===== config.mk =====
export PLATFORM = sky130hd
export DESIGN_NAME = reg_file_sb
export DESIGN_NICKNAME = d
export VERILOG_FILES = /design/src/rtl/reg_file_sb_pkg.sv /design/src/rtl/reg_scoreboard.sv /design/src/rtl/reg_file_sb.sv
export SDC_FILE = /design/constraint.sdc
export NUM_CORES = 2
export LEC_CHECK = 0
export CAP_MARGIN = 5
export CORE_ASPECT_RATIO = 0.75
export CORE_MARGIN = 3
export CORE_UTILIZATION = 55
export CTS_CLUSTER_SIZE = 20
export DETAILED_ROUTE_END_ITERATION = 10
export PLACE_DENSITY_LB_ADDON = 0.25
export SLEW_MARGIN = 20
export SYNTH_ARGS = -nofsm -noshare
export SYNTH_HDL_FRONTEND = slang
export SYNTH_SLANG_ARGS = --single-unit

===== constraint.sdc =====
create_clock -name clk -period 54.8 [get_ports clk]
set_input_delay 8.22 -clock clk [delete_from_list [all_inputs] [get_ports clk]]
set_output_delay 8.22 -clock clk [all_outputs]
set_load 0.01 [all_outputs]

===== src/rtl/reg_file_sb_pkg.sv =====
// Shared defaults and index-width derivation for the scoreboarded register file.
package reg_file_sb_pkg;

    localparam int XLEN_DEF = 32;
    localparam int NREG_DEF = 32;

    // Index width for a register count (count is a power of two, at least 2).
    function automatic int aw_of(input int nreg);
        return $clog2(nreg);
    endfunction

endpackage


===== src/rtl/reg_scoreboard.sv =====
// Per-register pending-producer bits plus a registered count of set bits.
module reg_scoreboard
    import reg_file_sb_pkg::*;
#(
    parameter int NREG = NREG_DEF
) (
    input  logic                    clk,
    input  logic                    rst,
    input  logic                    iss_en,
    input  logic [aw_of(NREG)-1:0]  iss_addr,
    input  logic                    wr_en,
    input  logic [aw_of(NREG)-1:0]  wr_addr,
    input  logic                    flush,
    input  logic [aw_of(NREG)-1:0]  rs1_addr,
    input  logic [aw_of(NREG)-1:0]  rs2_addr,
    output logic                    rs1_raw_busy,
    output logic                    rs2_raw_busy,
    output logic [aw_of(NREG):0]    pend_cnt
);

    localparam int AW = aw_of(NREG);
    localparam int CW = AW + 1;

    logic [NREG-1:0] busy_d;
    logic [NREG-1:0] busy_q;
    logic [CW-1:0]   cnt_d;
    logic [CW-1:0]   cnt_q;

    // Next busy vector: flush beats issue, issue beats writeback; index 0 never sets.
    always_comb begin
        busy_d = busy_q;
        cnt_d  = {CW{1'b0}};
        for (int i = 0; i < NREG; i++) begin
            if (flush) begin
                busy_d[i] = 1'b0;
            end else if (iss_en && (iss_addr == AW'(i))) begin
                busy_d[i] = 1'b1;
            end else if (wr_en && (wr_addr == AW'(i))) begin
                busy_d[i] = 1'b0;
            end else begin
                busy_d[i] = busy_q[i];
            end
        end
        busy_d[0] = 1'b0;
        for (int i = 0; i < NREG; i++) begin
            cnt_d = cnt_d + CW'(busy_d[i]);
        end
    end

    // Busy bits and their population count update together.
    always_ff @(posedge clk or posedge rst) begin
        if (rst) begin
            busy_q <= {NREG{1'b0}};
            cnt_q  <= {CW{1'b0}};
        end else begin
            busy_q <= busy_d;
            cnt_q  <= cnt_d;
        end
    end

    assign rs1_raw_busy = busy_q[rs1_addr];
    assign rs2_raw_busy = busy_q[rs2_addr];
    assign pend_cnt     = cnt_q;

endmodule


===== src/rtl/reg_file_sb.sv =====
// Two-read/one-write register file with optional write-to-read forwarding
// and a reservation scoreboard for hazard stalls.
module reg_file_sb
    import reg_file_sb_pkg::*;
#(
    parameter int XLEN   = XLEN_DEF,
    parameter int NREG   = NREG_DEF,
    parameter int BYPASS = 1
) (
    input  logic                    clk,
    input  logic                    rst,
    input  logic [aw_of(NREG)-1:0]  rs1_addr,
    input  logic [aw_of(NREG)-1:0]  rs2_addr,
    output logic [XLEN-1:0]         rd1_data,
    output logic [XLEN-1:0]         rd2_data,
    input  logic                    wr_en,
    input  logic [aw_of(NREG)-1:0]  wr_addr,
    input  logic [XLEN-1:0]         wr_data,
    input  logic                    iss_en,
    input  logic [aw_of(NREG)-1:0]  iss_addr,
    input  logic                    flush,
    output logic                    rs1_busy,
    output logic                    rs2_busy,
    output logic                    stall,
    output logic [aw_of(NREG):0]    pend_cnt
);

    localparam int AW = aw_of(NREG);

    logic [XLEN-1:0] regs_q [NREG];
    logic            rs1_raw_busy_s;
    logic            rs2_raw_busy_s;
    logic            wr_live_s;
    logic            fwd1_s;
    logic            fwd2_s;

    assign wr_live_s = wr_en && (wr_addr != {AW{1'b0}});
    assign fwd1_s    = (BYPASS != 0) && wr_live_s && (wr_addr == rs1_addr);
    assign fwd2_s    = (BYPASS != 0) && wr_live_s && (wr_addr == rs2_addr);

    // Register storage; x0 is never written.
    always_ff @(posedge clk or posedge rst) begin
        if (rst) begin
            for (int i = 0; i < NREG; i++) begin
                regs_q[i] <= {XLEN{1'b0}};
            end
        end else if (wr_live_s) begin
            regs_q[wr_addr] <= wr_data;
        end
    end

    // Read ports: reset and x0 force zero ahead of forwarding.
    always_comb begin
        rd1_data = {XLEN{1'b0}};
        rd2_data = {XLEN{1'b0}};
        if (rst || (rs1_addr == {AW{1'b0}})) begin
            rd1_data = {XLEN{1'b0}};
        end else if (fwd1_s) begin
            rd1_data = wr_data;
        end else begin
            rd1_data = regs_q[rs1_addr];
        end
        if (rst || (rs2_addr == {AW{1'b0}})) begin
            rd2_data = {XLEN{1'b0}};
        end else if (fwd2_s) begin
            rd2_data = wr_data;
        end else begin
            rd2_data = regs_q[rs2_addr];
        end
    end

    reg_scoreboard #(
        .NREG(NREG)
    ) u_sb (
        .clk          (clk),
        .rst          (rst),
        .iss_en       (iss_en),
        .iss_addr     (iss_addr),
        .wr_en        (wr_en),
        .wr_addr      (wr_addr),
        .flush        (flush),
        .rs1_addr     (rs1_addr),
        .rs2_addr     (rs2_addr),
        .rs1_raw_busy (rs1_raw_busy_s),
        .rs2_raw_busy (rs2_raw_busy_s),
        .pend_cnt     (pend_cnt)
    );

    // A forwarded source is no longer waiting on its producer.
    assign rs1_busy = rs1_raw_busy_s && !fwd1_s;
    assign rs2_busy = rs2_raw_busy_s && !fwd2_s;
    assign stall    = rs1_busy || rs2_busy;

endmodule


==> flow_metrics.tcl <==
set metrics [dict create \
    hpwlAfterDp_mm 86.0 \
    path_clk_slew_ns 0.06 \
    post_cts_resized 0 \
    synth_most_common_cell "dfrtp_1" \
    critical-path-top-delay-family "buffers and inverters" \
    grt_max_degree 178 \
    power_leakage_uw 0.0268 \
    cts_tree "done" \
    cts_buffers 105 \
    worst_pin_slew_ns 1.11 \
    synth_edf_count 0 \
    max-slew-margin-rel 0.258 \
    fmax_mhz 45.7 \
    reg2reg_to "u_sb.pend_cnt[4]$_DFF_PP0_" \
    htreeDepth 3 \
    antenna_found_initial 1 \
    pre_cts_ws_ns 33.00 \
    grt_pass1_wl_mm 252 \
    path_cells "buf_8 -> buf_4 -> buf_4 -> buf_4 -> buf_4 -> mux4_2 -> o22ai_1 -> nor4_1 -> a22o_1 -> clkdlybuf4s50_1" \
    min_from "regs_q[996]$_DFFE_PP0P_" \
    layout.nets 3719 \
    setup_viol 0 \
    path_buf_inv 6 \
    crit_arrival_ns 13.65 \
    row_count 101 \
    core_sq_um 101000 \
    syn_area_per_cell_sq_um 15.1 \
    p_int_uw 1630 \
    die_h_um 283 \
    maxSlewViolCount 0 \
    layout-drive-gt1-share 0.413 \
    io_buffers 129 \
    n_fill_cell 7584 \
    wl_per_cell_um 33.6 \
    routabilityCongestion 0.825 \
    peakVddDrop_mv 0.0281 \
    holdPathStages 0 \
    r2r_cells 18 \
    grt_pass1_vias 36900 \
    critical_path.max_stage_delay_ns 0.90 \
    end_kind "output port" \
    viasPerCell 7.16 \
    rr_startpoint "u_sb.busy_q[1]$_DFF_PP0_" \
    grtUsageTotal 0.323 \
    cts_hold_buffers 0 \
    yosys-top-cells-count "dfrtp_1 (1061), mux2_2 (684), mux4_2 (519)" \
    max-cap-violations 0 \
    drc_errors 0 \
    period_minus_slack_ns 21.87 \
    async_reset_ff_frac 1.00 \
    worst_setup_path_start_kind "primary input" \
    cts_root_buf "clkbuf_16" \
    synth_nets 3815 \
    fin_skew_ns 0.0150 \
    io_pins 130 \
    synthCells 3726 \
    swShare 0.264 \
    grt-ovfl-total 0 \
    drt_wl_total_mm 170 \
    clock-sinks 1061 \
    fin_ws_ns 32.93 \
    status "finished, final reports clean" \
    path_depth 10 \
    clockPowerShare 0.346 \
    critPathMaxFanout 67 \
    multi_input_area_sq_um 27900 \
    min_path_type "reg -> reg" \
    antenna_cells 0 \
    synth_cell_type_count 55 \
    synth.largest_area_cell "dfrtp_1" \
    cp.required_ns 46.58 \
    synth_warnings 0 \
    hold_ws_ns 0.395 \
    cellPowerDensity_nw_per_um2 35.8 \
    rsz0062_at_grt "no" \
    p_sw_uw 586 \
    ant_nets 0 \
    regArea_sq_um 26600 \
    vias 36200 \
    pwr-share-comb 0.188 \
    crit_type "in -> out" \
    dieWidth_um 376 \
    synth_area_sq_um 56400 \
    p_seq_frac 0.465 \
    regToRegSetupSlack_ns 49.62 \
    initial_core_util 0.555 \
    ys_seq_area_frac 0.471 \
    hold_viol 0 \
    yosysTopAreaCellShare 0.471 \
    drtIter0Drc 4153 \
    syn2layout_area_growth_pct 10.1 \
    cts_setup_buffers 0 \
    netlist_top_cells_area "dfrtp_1 (47%), mux4_2 (21%), mux2_2 (14%)" \
    fin_cells 5054 \
    synthFlopType "dfrtp_1" \
    ys_ff_latch 1061 \
    die_area_sq_um 106000 \
    clock_latency_ns 0.70 \
    clockBufferDepth 3 \
    cpMaxStageDelayCell "buf_4" \
    setup-tns-final_ns 0 \
    place_inst 4861 \
    cp_common_cell "buf_4" \
    min_to "regs_q[996]$_DFFE_PP0P_" \
    drtPass1Iterations 7 \
    fin_crit_sh 0.399 \
]
-- kinds of logic after synthesis --
kind of cell             count (synthesis)  synth area share
XOR/XNOR                                13           0.00202
flip-flops                            1061             0.471
AND/OR/NAND/NOR                        214            0.0200
AO/OA/AOI/OAI                          394            0.0477
buffers and inverters                  476            0.0388
adder cells (fa/ha/maj)                 32            0.0102
multiplexers                          1536             0.410
-- worst max path at each step --
stage,from,to
6_report,rs2_addr[1],rd2_data[7]
3_3_place_gp,rs2_addr[1],rd2_data[8]
3_5_place_dp,rs2_addr[1],rd2_data[8]
4_1_cts,rs2_addr[1],rd2_data[8]
2_1_floorplan,rst,rd2_data[0]
5_1_grt,rs2_addr[1],rd2_data[8]
-- state kept, by name (all words and copies together), names as in the netlist --
register	count
regs_q	1024
u_sb.busy_q	31
u_sb.pend_cnt	6
-- cells in the final DEF (no fill, tap or decap), types with 21 or more instances in the layout --
master	instances
a21oi_1	25
dfrtp_1	1061
mux2_1	310
clkdlybuf4s50_1	119
mux2i_1	22
nand2_1	38
clkbuf_16	108
clkbuf_8	27
inv_1	42
buf_4	96
nor4_1	58
mux2_2	684
a22o_1	64
nor2_1	21
clkbuf_1	22
mux4_2	519
fa_1	23
o22ai_1	238
-- final cells by class --
class,instances,area share
timing repair buffer,230,0.0339
clock buffer,157,0.0509
sequential,1061,0.428
multi-input combinational,2189,0.450
tap,1339,0.0270
clock inverter,35,0.00799
inverter,43,0.00272
-- power by group through the flow --
| stage | registers [uW] | clock network, uW | logic (uW) |
|---|---|---|---|
| floorplan | 1010 | 0 | 337 |
| global route | 1050 | 809 | 448 |
| finish | 1030 | 769 | 418 |
| detailed placement | 1040 | 0 | 418 |
| CTS | 1030 | 776 | 419 |
| global placement | 1030 | 0 | 407 |
-- layer usage --
layer  wire [um]  global-route usage  vias up
met3       15800              0.0820      431
met5           0                   0        -
met4        6860               0.115        0
met2       78700               0.493     1853
met1       68700               0.454    19600
li1            -                   -    14300
-- per-stage QoR --
stage / utilization / total power (uW) / area (sq um)
floorplan: - / 1350 / 56400
global placement: 0.575 / 1440 / 58400
detailed placement: 0.575 / 1460 / 58400
CTS: 0.611 / 2220 / 62000
global route: 0.611 / 2310 / 62000
finish: 0.611 / 2220 / 62000
Note: power is estimated with default switching activity, not from simulation.
